## src/rtl/dither_seq.sv

```systemverilog
// Purpose: two-stage pixel sequencer that walks one frame of RGB888 pixels, hands each
//          pixel and its coordinates to an external dithering datapath and emits RGB444.
// Latency: 2 cycles from input acceptance to out_valid; 1 pixel/cycle throughput.
// Backpressure: out_ready low freezes both stages and drops in_ready in the same cycle.
// Optional: define DITHER_SEQ_BYPASS_EN to add a 'bypass' input that loads the
//           truncated stage-1 pixel into stage 2 instead of the dithering result.
module dither_seq #(
  parameter int H_ACTIVE = 1024,
  parameter int V_ACTIVE = 768
) (
  input  logic        clk,
  input  logic        rst,
  input  logic        start,
  input  logic        abort,
`ifdef DITHER_SEQ_BYPASS_EN
  input  logic        bypass,
`endif
  input  logic [23:0] in_pixel,
  input  logic        in_valid,
  output logic        in_ready,
  output logic [23:0] pixel_in,
  output logic [10:0] hc_visible,
  output logic [10:0] vc_visible,
  input  logic [11:0] dithering,
  output logic [11:0] out_pixel,
  output logic        out_valid,
  input  logic        out_ready,
  output logic        out_sof,
  output logic        out_eol,
  output logic        busy,
  output logic        frame_done
);

  localparam logic [10:0] H_LAST = 11'(H_ACTIVE - 1);
  localparam logic [10:0] V_LAST = 11'(V_ACTIVE - 1);

  typedef enum logic [1:0] {
    IDLE  = 2'd0,
    RUN   = 2'd1,
    DRAIN = 2'd2
  } state_t;

  state_t      state;
  state_t      state_nxt;
  logic [10:0] col;
  logic [10:0] row;
  logic        s1_valid;
  logic        s1_sof;
  logic        s1_eol;
  logic        adv;
  logic        accept;
  logic        last_pix;
  logic        frame_start;
  logic [11:0] s2_dat;

  // Both stages move together whenever the output register is free or being drained.
  assign adv         = !out_valid || out_ready;
  assign in_ready    = (state == RUN) && adv && !abort;
  assign accept      = in_valid && in_ready;
  assign last_pix    = (col == H_LAST) && (row == V_LAST);
  assign frame_start = (state == IDLE) && start && !abort;

`ifdef DITHER_SEQ_BYPASS_EN
  assign s2_dat = bypass ? {pixel_in[23:20], pixel_in[15:12], pixel_in[7:4]} : dithering;
`else
  assign s2_dat = dithering;
`endif

  // State register.
  always_ff @(posedge clk or posedge rst) begin
    if (rst) begin
      state <= IDLE;
    end else begin
      state <= state_nxt;
    end
  end

  // Next-state and status outputs; abort overrides every transition and hides frame_done.
  always_comb begin
    state_nxt  = state;
    busy       = 1'b0;
    frame_done = 1'b0;
    case (state)
      IDLE: begin
        if (frame_start) begin
          state_nxt = RUN;
        end
      end
      RUN: begin
        busy = 1'b1;
        if (accept && last_pix) begin
          state_nxt = DRAIN;
        end
      end
      DRAIN: begin
        busy = 1'b1;
        if (!s1_valid && !out_valid) begin
          state_nxt  = IDLE;
          frame_done = !abort;
        end
      end
      default: begin
        state_nxt = IDLE;
      end
    endcase
    if (abort) begin
      state_nxt = IDLE;
    end
  end

  // Raster counters: column wraps at end of line and bumps the line counter.
  always_ff @(posedge clk or posedge rst) begin
    if (rst) begin
      col <= '0;
      row <= '0;
    end else if (abort || frame_start) begin
      col <= '0;
      row <= '0;
    end else if (accept) begin
      if (col == H_LAST) begin
        col <= '0;
        row <= row + 11'd1;
      end else begin
        col <= col + 11'd1;
      end
    end
  end

  // Stage 1: capture the accepted pixel with its coordinates and frame markers.
  always_ff @(posedge clk or posedge rst) begin
    if (rst) begin
      s1_valid   <= 1'b0;
      s1_sof     <= 1'b0;
      s1_eol     <= 1'b0;
      pixel_in   <= '0;
      hc_visible <= '0;
      vc_visible <= '0;
    end else if (abort) begin
      s1_valid <= 1'b0;
    end else if (adv) begin
      s1_valid <= accept;
      if (accept) begin
        pixel_in   <= in_pixel;
        hc_visible <= col;
        vc_visible <= row;
        s1_sof     <= (col == '0) && (row == '0);
        s1_eol     <= (col == H_LAST);
      end
    end
  end

  // Stage 2: register the datapath result; contents are frozen while stalled.
  always_ff @(posedge clk or posedge rst) begin
    if (rst) begin
      out_valid <= 1'b0;
      out_pixel <= '0;
      out_sof   <= 1'b0;
      out_eol   <= 1'b0;
    end else if (abort) begin
      out_valid <= 1'b0;
    end else if (adv) begin
      out_valid <= s1_valid;
      if (s1_valid) begin
        out_pixel <= s2_dat;
        out_sof   <= s1_sof;
        out_eol   <= s1_eol;
      end
    end
  end

endmodule

```

## config.mk

```make
export PLATFORM = sky130hd
export DESIGN_NAME = dither_seq
export DESIGN_NICKNAME = d
export VERILOG_FILES = /design/src/rtl/dither_seq.sv
export SDC_FILE = /design/constraint.sdc
export NUM_CORES = 1
export LEC_CHECK = 0
export CORE_UTILIZATION = 48
export CTS_CLUSTER_SIZE = 14
export DETAILED_ROUTE_END_ITERATION = 10
export GPL_TIMING_DRIVEN = 0
export PLACE_DENSITY = 0.84
export SLEW_MARGIN = 20
export SYNTH_ARGS = -nofsm -noshare
export SYNTH_HDL_FRONTEND = slang
export SYNTH_SLANG_ARGS = --single-unit
```

## constraint.sdc

```tcl
create_clock -name clk -period 3.65 [get_ports clk]
set_input_delay 0.73 -clock clk [delete_from_list [all_inputs] [get_ports clk]]
set_output_delay 0.73 -clock clk [all_outputs]
set_load 0.02 [all_outputs]
```

==> flow_summary_export.csv <==
group,metric,value,unit
pwr,p_per_area,542,nW/um^2
floorplan,dieWidth,91.7,um
logic_synthesis,synth_edf_count,0,
logic_synthesis,synth_cell_types,41,
routing,drc_errors,0,
floorplan,core_region_area,7770,sq um
pwr,power.share.switching,0.314,
sta,post-route-period-util,0.874,
pwr,power.switching,897,uW
routing,num_vias,3026,
sta,tightest_slew,728,ps
floorplan,initial_core_util,0.497,
routing,dr.pass1.iters,4,
routing,vias_per_cell,5.62,
sta,maxSlewViolCount,0,
routing,dr.first_iter.drc_count,250,
logic_synthesis,yosysSeqAreaShare,0.570,
pwr,totalPowerFinal,2.86,mW
logic_synthesis,postSynthCellCount,314,
sta,setup_tns,0,ps
cts,cts_tree,"built",
placement,placed_cell_area,5060,sq um
pwr,leakage,2.20,nW
flow_run,cap_violations,0,
routing,ant_nets,0,
setup_path,end_kind,"primary output",
cells_and_area,fin_area,5270,sq um
global_route,gr-total-overflow,0,
placement,place_congestion,0.868,
sta,fin_ws,459,ps
placement,dp.final_hpwl,6520,um
cts,htreeDepth,3,
cts,cts.repair.resized,0,
logic_synthesis,synth_nets,363,
sta,fmax,313,MHz
cells_and_area,utilization,0.679,
logic_synthesis,synth_commonest_cells,"88 x dfrtp_1, 55 x mux2_2, 20 x a21oi_1, 20 x nand2_1, 13 x o21ai_0",
placement,place_ws,519,ps
cells_and_area,n_antenna_cell,0,
logic_synthesis,synth_area_leader_cell,"dfrtp_1",
pwr,sequentialPowerShare,0.438,
setup_path,required,2920,ps
global_route,grt_max_degree,52,
sta,finalSetupViolations,0,
placement,port_buffers,105,
pwr,power.share.combinational,0.313,
cells_and_area,fin_nets,480,
logic_synthesis,synth_top_area_frac,0.570,
run_status,status,"finished clean",
cts,cts.clk_slew.worst_paths,90,ps
pwr,p_clk_frac,0.249,
logic_synthesis,synthFlopType,"dfrtp_1",
cells_and_area,drive_above_1_share,0.190,
setup_path,path_max_fanout,8,
logic_synthesis,synth-seq-cells,88,
logic_synthesis,netlist_top_cells_area,"dfrtp_1 57%, mux2_2 16%, a21oi_1 2.6%, o31ai_1 2.3%, ha_1 2.3%",
pwr,ir_worst_vdd,350,uV
cells_and_area,nFillCells,568,
setup_path,start_kind,"primary input",
global_route,grt_usage,0.228,
cts,cts_setup_buffers,0,
logic_synthesis,avgSynthCellArea,12.3,sq um
sta,worst_slew_margin_rel,0.512,
floorplan,rows,32,
floorplan,num_io_pins,106,
setup_path,arrival,2460,ps
global_route,grt_pass1_wl,14800,um
cts,cts_root_buf,"clkbuf_8",
floorplan,die_area,8410,sq um
sta,fin_skew,10.5,ps
cts,clk_path_buf_depth,2,
sta,whs,494,ps
worst_hold_path,hp-class,"flop to flop",
cts,cts_sinks,88,
sta,period_needed,3190,ps
pwr,p_int,1.96,mW
cts,clk_latency,370,ps
logic_synthesis,netlist_area,3860,sq um
global_route,grt_pass1_vias,3034,
placement,placedCellCount,522,
cells_and_area,layout.cells.non_filler,538,
logic_synthesis,async_reset_ff_frac,1.00,
global_route,grt_antenna_before_repair,0,
cts,hold_buffers,0,
routing,drt-total-wl,9160,um
sta,hold_viol,0,
logic_synthesis,yosysWarnings,0,
floorplan,die_h,91.7,um
cts,numCtsBuffers,9,
logic_synthesis,yosysMostFrequentCell,"dfrtp_1",
routing,wl_per_cell,17.0,um
setup_path,crit_type,"primary input to primary output",
cells_and_area,area_growth,36.5,%
sta,rsz0062_at_grt,"false",
==> cells in the final DEF (no fill, tap or decap), types with 2 or more instances in the layout <==
cell,count
mux2_2,55
o211ai_1,2
nand2b_1,4
a21oi_1,20
and3_1,4
nor4_1,5
clkbuf_1,10
inv_8,2
buf_1,2
nand2_1,20
or4_1,11
clkinvlp_4,2
or4_2,2
nor2_1,7
clkbuf_8,9
nand4_1,4
dfrtp_1,88
nor2b_1,2
or3_1,5
and2_1,2
o21ai_0,13
nand4b_1,2
buf_2,3
inv_6,2
inv_1,9
clkdlybuf4s50_1,105
nand3_1,7
ha_1,7
o31ai_1,12
==> metal layers <==
layer / wire [um] / global-route usage
met4: 238 / 0.102
met2: 4620 / 0.380
met3: 642 / 0.0556
met1: 3670 / 0.282
met5: 0 / 0
==> worst paths after layout <==
path	end	depth (start not counted)	start	slack, ps
setup / recovery	in_ready	5	out_ready	460
hold / removal	hc_visible[1]	2	hc_visible[1]	490
setup reg to reg	row[0]	9	state[1]	1160
hold reg to reg	hc_visible[1]	2	hc_visible[1]	490
max in group asynchronous	row[6]	3	rst	2230
min in group asynchronous	pixel_in[23]	2	rst	800
==> logic make-up (layout without fill, tap and decap cells) <==
| logic type | count (synthesis) | after routing | synth area share |
|---|---|---|---|
| multiplexers | 56 | 56 | 0.163 |
| buffers and inverters | 25 | 147 | 0.0253 |
| AND/OR/NAND/NOR | 81 | 81 | 0.128 |
| flip-flops | 88 | 88 | 0.570 |
| AO/OA/AOI/OAI | 55 | 55 | 0.0868 |
| adder cells (fa/ha/maj) | 7 | 7 | 0.0227 |
| XOR/XNOR | 2 | 2 | 0.00454 |
==> critical path, stage by stage <==
cell             delay [ps]
clkdlybuf4s50_1         470
nand2b_1                100
clkbuf_1                350
and2_1                  200
clkdlybuf4s50_1         600
==> registers in the layout, indices dropped and copies added (netlist names), 2 cells and up <==
name / cells
vc_visible: 11
pixel_in: 24
state: 2
col: 11
row: 11
out_pixel: 12
hc_visible: 11
==> power by group through the flow <==
stage	logic (mW)	registers (mW)	clock network (mW)
3_5_place_dp	0.899	1.27	0
4_1_cts	0.904	1.25	0.725
5_1_grt	0.937	1.28	0.767
3_3_place_gp	0.878	1.25	0
6_report	0.895	1.25	0.713
2_1_floorplan	0.216	1.48	0
==> final cells by class <==
type | count | area, sq um | share of cell area
tap | 102 | 128 | 0.0242
timing repair buffer | 106 | 1070 | 0.203
sequential | 88 | 2200 | 0.418
buffer | 15 | 60.1 | 0.0114
clock inverter | 7 | 85.1 | 0.0161
inverter | 10 | 40.0 | 0.00759
clock buffer | 9 | 124 | 0.0235
multi-input combinational | 201 | 1560 | 0.296
No activity file was read; power rests on OpenSTA's default activity.
